==> src/rtl/alu8_arbiter_if.sv <==
// Requester, response and ALU-side signals of alu8_arbiter.
// slave: the arbiter's view; master: the requesters plus the ALU driving it.
interface alu8_arbiter_if #(
  parameter int WIDTH = 8
);
  // requester 0 (instruction datapath)
  logic             req0_valid_i;
  logic             req0_op_i;
  logic [WIDTH-1:0] req0_a1_i;
  logic [WIDTH-1:0] req0_a0_i;
  logic             req0_ready_o;
  // requester 1 (address/pointer unit)
  logic             req1_valid_i;
  logic             req1_op_i;
  logic [WIDTH-1:0] req1_a1_i;
  logic [WIDTH-1:0] req1_a0_i;
  logic             req1_ready_o;
  // responses
  logic             rsp0_valid_o;
  logic             rsp0_ready_i;
  logic             rsp1_valid_o;
  logic             rsp1_ready_i;
  logic [WIDTH-1:0] rsp_r_o;
  logic             rsp_sign_o;
  // shared ALU
  logic [WIDTH-1:0] alu_a1_o;
  logic [WIDTH-1:0] alu_a0_o;
  logic             alu_add_o;
  logic             alu_sub_o;
  logic [WIDTH-1:0] alu_r_i;
  logic             alu_sign_i;

  modport slave (
    input  req0_valid_i, req0_op_i, req0_a1_i, req0_a0_i,
    input  req1_valid_i, req1_op_i, req1_a1_i, req1_a0_i,
    input  rsp0_ready_i, rsp1_ready_i,
    input  alu_r_i, alu_sign_i,
    output req0_ready_o, req1_ready_o,
    output rsp0_valid_o, rsp1_valid_o, rsp_r_o, rsp_sign_o,
    output alu_a1_o, alu_a0_o, alu_add_o, alu_sub_o
  );

  modport master (
    output req0_valid_i, req0_op_i, req0_a1_i, req0_a0_i,
    output req1_valid_i, req1_op_i, req1_a1_i, req1_a0_i,
    output rsp0_ready_i, rsp1_ready_i,
    output alu_r_i, alu_sign_i,
    input  req0_ready_o, req1_ready_o,
    input  rsp0_valid_o, rsp1_valid_o, rsp_r_o, rsp_sign_o,
    input  alu_a1_o, alu_a0_o, alu_add_o, alu_sub_o
  );
endinterface

==> src/rtl/alu8_arbiter.sv <==
// Round-robin share of one edge-strobed add/sub ALU between two requesters.
// Accept at T, response valid from T+4; response held until its ready, no grants meanwhile.
module alu8_arbiter #(
  parameter int WIDTH      = 8,
  parameter bit PRIO_RESET = 1'b0
) (
  input logic           clk_i,
  input logic           rst_i,
  alu8_arbiter_if.slave bus
);

  typedef enum logic [2:0] {
    S_IDLE    = 3'd0,
    S_SETUP   = 3'd1,
    S_EXEC    = 3'd2,
    S_CAPTURE = 3'd3,
    S_RESP    = 3'd4
  } state_t;

  state_t           state_q;
  state_t           state_d;

  logic             grant_vld;
  logic             grant_port;
  logic             sel_op;
  logic [WIDTH-1:0] sel_a1;
  logic [WIDTH-1:0] sel_a0;
  logic             rsp_take;

  logic             op_q;
  logic             owner_q;
  logic             last_q;
  logic [WIDTH-1:0] a1_q;
  logic [WIDTH-1:0] a0_q;
  logic [WIDTH-1:0] r_q;
  logic             sign_q;

  logic             add_d;
  logic             sub_d;
  logic             rsp0_vld_d;
  logic             rsp1_vld_d;
  logic             add_q;
  logic             sub_q;
  logic             rsp0_vld_q;
  logic             rsp1_vld_q;

  // Arbitration only happens in IDLE; on a tie the port not granted last wins.
  always_comb begin
    grant_vld  = 1'b0;
    grant_port = 1'b0;
    if (state_q == S_IDLE) begin
      if (bus.req0_valid_i && bus.req1_valid_i) begin
        grant_vld  = 1'b1;
        grant_port = ~last_q;
      end else if (bus.req0_valid_i) begin
        grant_vld  = 1'b1;
        grant_port = 1'b0;
      end else if (bus.req1_valid_i) begin
        grant_vld  = 1'b1;
        grant_port = 1'b1;
      end
    end
  end

  always_comb begin
    sel_op = bus.req0_op_i;
    sel_a1 = bus.req0_a1_i;
    sel_a0 = bus.req0_a0_i;
    if (grant_port) begin
      sel_op = bus.req1_op_i;
      sel_a1 = bus.req1_a1_i;
      sel_a0 = bus.req1_a0_i;
    end
  end

  assign rsp_take = owner_q ? bus.rsp1_ready_i : bus.rsp0_ready_i;

  always_ff @(posedge clk_i or posedge rst_i) begin
    if (rst_i) begin
      state_q <= S_IDLE;
    end else begin
      state_q <= state_d;
    end
  end

  // Strobes and response valids are decoded from the next state and registered,
  // so the edge-sensitive ALU inputs never see combinational glitches.
  always_comb begin
    state_d    = state_q;
    add_d      = 1'b0;
    sub_d      = 1'b0;
    rsp0_vld_d = 1'b0;
    rsp1_vld_d = 1'b0;
    case (state_q)
      S_IDLE:    if (grant_vld) state_d = S_SETUP;
      S_SETUP:   state_d = S_EXEC;
      S_EXEC:    state_d = S_CAPTURE;
      S_CAPTURE: state_d = S_RESP;
      S_RESP:    if (rsp_take) state_d = S_IDLE;
      default:   state_d = S_IDLE;
    endcase
    if (state_d == S_EXEC) begin
      add_d = ~op_q;
      sub_d = op_q;
    end
    if (state_d == S_RESP) begin
      rsp0_vld_d = ~owner_q;
      rsp1_vld_d = owner_q;
    end
  end

  always_ff @(posedge clk_i or posedge rst_i) begin
    if (rst_i) begin
      add_q      <= 1'b0;
      sub_q      <= 1'b0;
      rsp0_vld_q <= 1'b0;
      rsp1_vld_q <= 1'b0;
    end else begin
      add_q      <= add_d;
      sub_q      <= sub_d;
      rsp0_vld_q <= rsp0_vld_d;
      rsp1_vld_q <= rsp1_vld_d;
    end
  end

  // Operands change only at a grant, which is never concurrent with a strobe.
  always_ff @(posedge clk_i or posedge rst_i) begin
    if (rst_i) begin
      op_q    <= 1'b0;
      owner_q <= 1'b0;
      last_q  <= ~PRIO_RESET;
      a1_q    <= '0;
      a0_q    <= '0;
      r_q     <= '0;
      sign_q  <= 1'b0;
    end else begin
      if (grant_vld) begin
        op_q    <= sel_op;
        owner_q <= grant_port;
        last_q  <= grant_port;
        a1_q    <= sel_a1;
        a0_q    <= sel_a0;
      end
      if (state_q == S_CAPTURE) begin
        r_q    <= bus.alu_r_i;
        sign_q <= bus.alu_sign_i;
      end
    end
  end

  // The accept pulse is combinational; gating with reset keeps it low while held in reset.
  assign bus.req0_ready_o = grant_vld & ~grant_port & ~rst_i;
  assign bus.req1_ready_o = grant_vld &  grant_port & ~rst_i;

  assign bus.rsp0_valid_o = rsp0_vld_q;
  assign bus.rsp1_valid_o = rsp1_vld_q;
  assign bus.rsp_r_o      = r_q;
  assign bus.rsp_sign_o   = sign_q;

  assign bus.alu_a1_o     = a1_q;
  assign bus.alu_a0_o     = a0_q;
  assign bus.alu_add_o    = add_q;
  assign bus.alu_sub_o    = sub_q;

endmodule

==> src/flat_wrapper.sv <==
// flat-port wrapper written by rule: the top's interface ports become plain ports
module alu8_arbiter_flat 
#(
  parameter int WIDTH      = 8,
  parameter bit PRIO_RESET = 1'b0
)
  (clk_i, rst_i, bus_req0_valid_i, bus_req0_op_i, bus_req0_a1_i, bus_req0_a0_i, bus_req1_valid_i, bus_req1_op_i, bus_req1_a1_i, bus_req1_a0_i, bus_rsp0_ready_i, bus_rsp1_ready_i, bus_alu_r_i, bus_alu_sign_i, bus_req0_ready_o, bus_req1_ready_o, bus_rsp0_valid_o, bus_rsp1_valid_o, bus_rsp_r_o, bus_rsp_sign_o, bus_alu_a1_o, bus_alu_a0_o, bus_alu_add_o, bus_alu_sub_o);
  alu8_arbiter_if #(.WIDTH(WIDTH)) bus_i ();
  input logic clk_i;
  input logic rst_i;
  input wire logic [$bits(bus_i.req0_valid_i)-1:0] bus_req0_valid_i;
  input wire logic [$bits(bus_i.req0_op_i)-1:0] bus_req0_op_i;
  input wire logic [$bits(bus_i.req0_a1_i)-1:0] bus_req0_a1_i;
  input wire logic [$bits(bus_i.req0_a0_i)-1:0] bus_req0_a0_i;
  input wire logic [$bits(bus_i.req1_valid_i)-1:0] bus_req1_valid_i;
  input wire logic [$bits(bus_i.req1_op_i)-1:0] bus_req1_op_i;
  input wire logic [$bits(bus_i.req1_a1_i)-1:0] bus_req1_a1_i;
  input wire logic [$bits(bus_i.req1_a0_i)-1:0] bus_req1_a0_i;
  input wire logic [$bits(bus_i.rsp0_ready_i)-1:0] bus_rsp0_ready_i;
  input wire logic [$bits(bus_i.rsp1_ready_i)-1:0] bus_rsp1_ready_i;
  input wire logic [$bits(bus_i.alu_r_i)-1:0] bus_alu_r_i;
  input wire logic [$bits(bus_i.alu_sign_i)-1:0] bus_alu_sign_i;
  output wire logic [$bits(bus_i.req0_ready_o)-1:0] bus_req0_ready_o;
  output wire logic [$bits(bus_i.req1_ready_o)-1:0] bus_req1_ready_o;
  output wire logic [$bits(bus_i.rsp0_valid_o)-1:0] bus_rsp0_valid_o;
  output wire logic [$bits(bus_i.rsp1_valid_o)-1:0] bus_rsp1_valid_o;
  output wire logic [$bits(bus_i.rsp_r_o)-1:0] bus_rsp_r_o;
  output wire logic [$bits(bus_i.rsp_sign_o)-1:0] bus_rsp_sign_o;
  output wire logic [$bits(bus_i.alu_a1_o)-1:0] bus_alu_a1_o;
  output wire logic [$bits(bus_i.alu_a0_o)-1:0] bus_alu_a0_o;
  output wire logic [$bits(bus_i.alu_add_o)-1:0] bus_alu_add_o;
  output wire logic [$bits(bus_i.alu_sub_o)-1:0] bus_alu_sub_o;
  assign bus_i.req0_valid_i = bus_req0_valid_i;
  assign bus_i.req0_op_i = bus_req0_op_i;
  assign bus_i.req0_a1_i = bus_req0_a1_i;
  assign bus_i.req0_a0_i = bus_req0_a0_i;
  assign bus_i.req1_valid_i = bus_req1_valid_i;
  assign bus_i.req1_op_i = bus_req1_op_i;
  assign bus_i.req1_a1_i = bus_req1_a1_i;
  assign bus_i.req1_a0_i = bus_req1_a0_i;
  assign bus_i.rsp0_ready_i = bus_rsp0_ready_i;
  assign bus_i.rsp1_ready_i = bus_rsp1_ready_i;
  assign bus_i.alu_r_i = bus_alu_r_i;
  assign bus_i.alu_sign_i = bus_alu_sign_i;
  assign bus_req0_ready_o = bus_i.req0_ready_o;
  assign bus_req1_ready_o = bus_i.req1_ready_o;
  assign bus_rsp0_valid_o = bus_i.rsp0_valid_o;
  assign bus_rsp1_valid_o = bus_i.rsp1_valid_o;
  assign bus_rsp_r_o = bus_i.rsp_r_o;
  assign bus_rsp_sign_o = bus_i.rsp_sign_o;
  assign bus_alu_a1_o = bus_i.alu_a1_o;
  assign bus_alu_a0_o = bus_i.alu_a0_o;
  assign bus_alu_add_o = bus_i.alu_add_o;
  assign bus_alu_sub_o = bus_i.alu_sub_o;
  alu8_arbiter #(.WIDTH(WIDTH), .PRIO_RESET(PRIO_RESET)) u_core (.clk_i(clk_i), .rst_i(rst_i), .bus(bus_i));
endmodule
==> config.mk <==
export PLATFORM = sky130hd
export DESIGN_NAME = alu8_arbiter_flat
export DESIGN_NICKNAME = d
export VERILOG_FILES = /design/src/rtl/alu8_arbiter_if.sv /design/src/rtl/alu8_arbiter.sv /design/src/flat_wrapper.sv
export SDC_FILE = /design/constraint.sdc
export NUM_CORES = 1
export LEC_CHECK = 0
export ABC_AREA = 0
export BUFFER_PORTS_ARGS = -buffer_cell sky130_fd_sc_hd__buf_2
export CAP_MARGIN = 20
export CORE_MARGIN = 2
export CORE_UTILIZATION = 25
export DETAILED_ROUTE_END_ITERATION = 16
export GPL_ROUTABILITY_DRIVEN = 1
export PLACE_DENSITY = 0.63
export SETUP_SLACK_MARGIN = 0.2
export SLEW_MARGIN = 15
export SYNTH_ARGS = -nofsm -noshare
export SYNTH_HDL_FRONTEND = slang
export SYNTH_SLANG_ARGS = --single-unit
==> constraint.sdc <==
create_clock -name clk_i -period 1.65 [get_ports clk_i]
set_clock_uncertainty 0.05 [all_clocks]
set_input_delay 0.33 -clock clk_i [delete_from_list [all_inputs] [get_ports clk_i]]
set_output_delay 0.33 -clock clk_i [all_outputs]
set_load 0.03 [all_outputs]
# Yosys cells after proc, flatten, opt, wreduce, memory -nomap -nowiden
# Cells that the tools add are included.
# W data, S select, Z words.
[totals]
regBits = 35
out_inout_bits = 31
mem_bits_ro = 0
inputBits = 49
ram_bits = 0
latch_bits = 0
elab_cells = 47
mem_count = 0
[classes]
order_cmp = 0
reduce_logical = 2
n_mux = 18
n_bitwise = 9
div_mod_pow = 0
eq_ne = 6
addsub = 0
mul = 0
shift = 0
[ops]
columns = ["operator", "n"]
rows = [
  ["$mux W8", 2],
  ["$pmux W3 S5", 1],
  ["$mux W1", 13],
  ["$eq A3 B2 Y1 const B", 3],
  ["$eq A3 B3 Y1 const B", 2],
  ["$mux W3", 2],
  ["$not A1 Y1", 5],
  ["$and A1 B1 Y1", 4],
  ["$eq A3 B1 Y1 const B", 1],
  ["$logic_not A3 Y1", 1],
  ["$logic_and A1 B1 Y1", 1],
]

# Longest topological paths before layout
[logic_depth]
word_depth = 8
depth_mapped = 6
ltp_nobuf = 3

# Worst setup path after synthesis
# OpenSTA, ideal clock, no wires.
[synth_path]
path_type = "flip-flop to output port"
from = "register u_core.last_q"
to = "output bus_req0_ready_o"
slack_ps = -257
arrival_ps = 1527
path_stages_with_launch = 6
path_buffers = 2
required_time_ps = 1270
cell_sequence = "dfstp_2 > nor2b_1 > buf_2 > buf_2 > nand3b_1 > nor2_1"
[synth_via]
elab_chain_len = 6
[synth_rtl]
columns = ["element", "line", "source"]
rows = [
  ["from (decl)", "alu8_arbiter.sv:32", "logic last_q;"],
  ["from (signal assigned)", "alu8_arbiter.sv:131", "last_q <= ~PRIO_RESET;"],
  ["from (signal assigned)", "alu8_arbiter.sv:140", "last_q <= grant_port;"],
  ["$not A1 Y1", "alu8_arbiter.sv:54", "grant_port = ~last_q;"],
  ["$mux W1", "alu8_arbiter.sv:52", "if (bus.req0_valid_i && bus.req1_valid_i) begin"],
  ["$mux W1", "alu8_arbiter.sv:51", "if (state_q == S_IDLE) begin"],
  ["$not A1 Y1", "alu8_arbiter.sv:152", "assign bus.req0_ready_o = grant_vld & ~grant_port & ~rst_i;"],
  ["$and A1 B1 Y1 (2 in series)", "alu8_arbiter.sv:152", ""],
  ["to (decl)", "flat_wrapper.sv:23", "output wire logic [$bits(bus_i.req0_ready_o)-1:0] bus_req0_ready_o;"],
]
# No other way between the ends.

# Final worst setup path
[layout_path]
from = "register u_core.state_q[2]"
to = "output bus_req1_ready_o"
[layout_via]
elab_chain_len = 4
elab_cells_between_ends = 5
classes_between = "2 x mux; 2 x bitwise; 1 x reduce/logical"
[layout_rtl]
columns = ["element", "line", "source"]
rows = [
  ["from (decl)", "alu8_arbiter.sv:20", "state_t state_q;"],
  ["from (signal assigned)", "alu8_arbiter.sv:82", "state_q <= state_d;"],
  ["$logic_not A3 Y1 *", "alu8_arbiter.sv:51", ""],
  ["$mux W1", "alu8_arbiter.sv:51", ""],
  ["$and A1 B1 Y1 * (2 in series)", "alu8_arbiter.sv:153", "assign bus.req1_ready_o = grant_vld & grant_port & ~rst_i;"],
  ["to (decl)", "flat_wrapper.sv:24", "output wire logic [$bits(bus_i.req1_ready_o)-1:0] bus_req1_ready_o;"],
]
# Mark *: on every way between the ends. The rest lies on a longest branch, timed or not.

==> summary by stage <==
Pwr
Sequential cells account for 28.5% of the total power. The clock power share is 15.0%. Power spread over the standard cell area amounts to 2086 nW/um2. The design internal power is 3136 uW. In this run the static leakage power is 0.001235 uW.

The sum of internal, switching and leakage power is 5360 uW. In this run the power spent charging and discharging nets is 2225 uW. The switching part of the total is 41.50%.

The combinational share of power is 56.5%. The worst IR drop on VDD is 0.9107 mV.

Final layout
The multi-input combinational cells in the finished layout cover a total of 828.3 um2. At the end of the flow, the number of nets in the layout was 276. The area growth from synthesis to layout is 60.85%. In the final layout, the share of cells above drive strength 1 is 63.60%. Cells fill 40.94% of the core in the end. The sequential cells in the finished layout cover a total of 878.3 um2. 0 antenna diodes ended up in the layout.

Fill cells in the final layout number 625. After the flow finishes, the layout carries non-filler instances totaling 305.

Clock network
Clock tree synthesis selected as its root buffer the cell clkbuf_8. The clock tree synthesis step divided the H-tree into 2 levels. The clock passes through at most 2 buffers. The clock edge transition at the registers on the reported setup and hold paths is 80 ps. TritonCTS created 5 clock buffers. The clock drives 35 sinks. The insertion delay to the later sink of the worst-skew pair is 280 ps. The TritonCTS clock tree is done.

Floorplan
After floorplanning, the core was sized to cover 6277 um2. In this run the horizontal extent of the chip is 83.95 um. The number of core rows is 29. The die covers 7047 um2. During I/O placement, the number of pins put on the boundary was 80. The initial standard-cell utilization of the core is 25.45%. The die is 83.95 um tall.

Route
The final routed wirelength across all metal layers is 4256 um. The number of nets still failing antenna checks after routing is 0. Across all layers, the routed design uses 1,389 vias.

The remaining routing DRC violations is 0. The per-cell via count in the routed design is 4.554. The number of detailed-routing iterations run before antenna repair is 4. For this block, the initial DRC count from the detailed router was 50. The routed length per instance is 13.95 um.

Yosys
The netlist uses 27 different library cells. The post-synthesis cell area is 1598 um2. The number of warnings reported in the yosys synthesis log is 0.

After synthesis the netlist holds a flip-flop and latch count of 35. The synthesized area divided by synthesized cell count is 11.92 um2. Counting every net in the synthesized netlist gives 183. The share of the Yosys chip area taken by registers is 54.89%. The synthesized instance count is 134.

Global routing
The via count of the first global-routing pass was 1,449. Global routing used 21.24% of the available met2 tracks. For this run, global-route usage on met1 was measured as 15.08%. Global routing used 12.20% of the available tracks. The initial antenna violation count is 0.

The met3 routing resource usage after global routing is 3.066%. The first global-routing pass estimated 6913 um of wire. The overall overflow remaining after global route is 0.

The pin count of the biggest net entering global routing is 36. After global routing, the most crowded layer is met2.

Worst hold path
The worst hold path belongs to the class in -> async.

Run status
The run finished, with violations left. The final reports fail on setup timing.

Timing
The fraction of the cycle the final worst path needs is 107.5%. Static timing analysis puts the maximum clock frequency at 563.6 MHz. The total setup violations reported at the end of the flow is 2. Setup repair after global routing could not meet its margin everywhere. The clock period minus final worst setup slack is 1774 ps. The worst pin sits at a relative slew slack of 67.13%. The final-report max-slew violation count came to 0.

The final sum of negative setup slack is -200.2 ps. The number of hold violations in the final report was 0. The final worst setup slack is -124.3 ps. For the pin with the worst max-slew slack, the measured transition is 491.2 ps.

Critical path
The arrival time at the worst endpoint is 1390 ps. The worst setup path is captured at an output pin. The maximum fanout encountered on the critical timing path is 3. For the worst setup path, the data required time is 1270 ps. The reg-to-reg setup timing slack is 0 ps. The kind of critical path is reg -> out. STA classifies the critical path startpoint as a flip-flop.

Placed design
The routability congestion estimate is 0.6801. The detailed placer's ending HPWL is 2804 um. Including well taps, the total number of placed cells is 288. The port buffer count is 79.

Flow run
Max-cap violations in this run came to 0.
==> critical path, stage by stage (launching register included) <==
cell and delay [ps]:
dfrtp_2 430, nor3_4 210, and3_4 220, and2_4 130
buf_6 120
==> timing repair <==
action	CTS	global route
cloned	3	0
hold buffers	0	0
endpoints found under the setup margin	19	33
gates resized for setup	25	20
pin swaps	14	4
buffers inserted	4	2
==> path summary, 6_finish.rpt <==
kind | from | cells after the start | endpoint
worst max-delay path | u_core.state_q[2] | 4 | bus_req1_ready_o
worst min-delay path | rst_i | 3 | u_core.bus.alu_a1_o[6]
worst max register to register | u_core.state_q[2] | 6 | u_core.bus.alu_a1_o[1]
worst min register to register | u_core.op_q | 1 | u_core.bus.alu_add_o
max in group asynchronous | rst_i | 3 | u_core.state_q[2]
min in group clk_i | bus_req1_a0_i[1] | 2 | u_core.bus.alu_a0_o[1]
==> metrics by stage <==
stage	cell area, um2	setup slack, ps	hold slack [ps]
after floorplan	1657	-37.31	230.9
after global placement	2125	95.41	430.5
after detailed placement	2125	94.59	439.4
after CTS	2454	-140.4	168.5
after global routing	2570	-181.0	190.0
final	2570	-124.3	155.4
==> power by group through the flow <==
| stage | sequential (uW) | clock, uW | combinational (uW) |
|---|---|---|---|
| global route | 1580 | 868 | 3220 |
| detailed placement | 1530 | 0 | 2370 |
| CTS | 1520 | 832 | 2840 |
| global placement | 1530 | 0 | 2330 |
| finish | 1530 | 804 | 3030 |
| floorplan | 2160 | 0 | 1150 |
==> metal layers <==
metal	up-vias	wire length (um)
met1	668	1854
met4	0	15
met2	42	2193
li1	677	-
met3	2	192
met5	-	0
==> synthesized netlist by cell type <==
library cell	instances	area (um2)
nor4b_1	1	8.760
buf_8	1	15.01
nor2b_1	2	12.51
dfstp_2	1	26.28
nor3_2	10	100.1
o21ai_2	1	8.760
a21boi_0	1	7.510
buf_6	2	22.52
mux2_2	9	101.4
o21a_1	2	15.01
nand3b_1	2	15.01
nor3_1	10	50.05
mux2i_1	1	10.01
nor3b_1	1	7.510
buf_4	1	7.510
nor4bb_1	1	10.01
buf_2	6	30.03
clkbuf_1	2	7.510
and2_1	1	6.260
inv_1	2	7.510
nand2_1	18	67.56
nor2_1	5	18.77
and3_1	1	6.260
a221o_1	17	170.2
xnor2_1	1	8.760
or3_1	1	6.260
dfrtp_1	34	850.8
==> logic make-up after synthesis <==
logic type	share of synthesized area, %
simple gates	19.34
flops	54.89
compound gates	12.61
buf+inv	5.638
mux	6.970
xor+xnor	0.5483
==> sequential cells by signal (all words and copies together) (netlist names) <==
name,count
u_core.last_q,1
u_core.bus.rsp0_valid_o,1
u_core.bus.alu_sub_o,1
u_core.bus.alu_a1_o,8
u_core.bus.rsp_sign_o,1
u_core.bus.rsp1_valid_o,1
u_core.bus.rsp_r_o,8
u_core.bus.alu_add_o,1
u_core.owner_q,1
u_core.state_q,3
u_core.op_q,1
u_core.bus.alu_a0_o,8
==> layout make-up <==
cell class	instances	area share, %
Clock buffer	6	3.213
Clock inverter	2	1.363
Inverter	2	0.4382
Multi-Input combinational cell	85	32.23
Sequential cell	35	34.18
Tap cell	77	3.749
Timing Repair Buffer	98	24.83
==> placed cells by master, fill, tap and decap left out, types with 2 or more instances in the layout <==
cell      count
nand2_1      18
buf_2        77
mux2_4        6
dfrtp_1      33
o21a_1        2
nor2_4        2
mux2_2        3
a221o_1      17
nor3_2        5
buf_6         6
clkbuf_8      6
nand3b_1      2
buf_4        11
nor2_1        3
nor3_1        2
nor3_4       13
buf_16        3
Power figures use the tool's default switching activity.
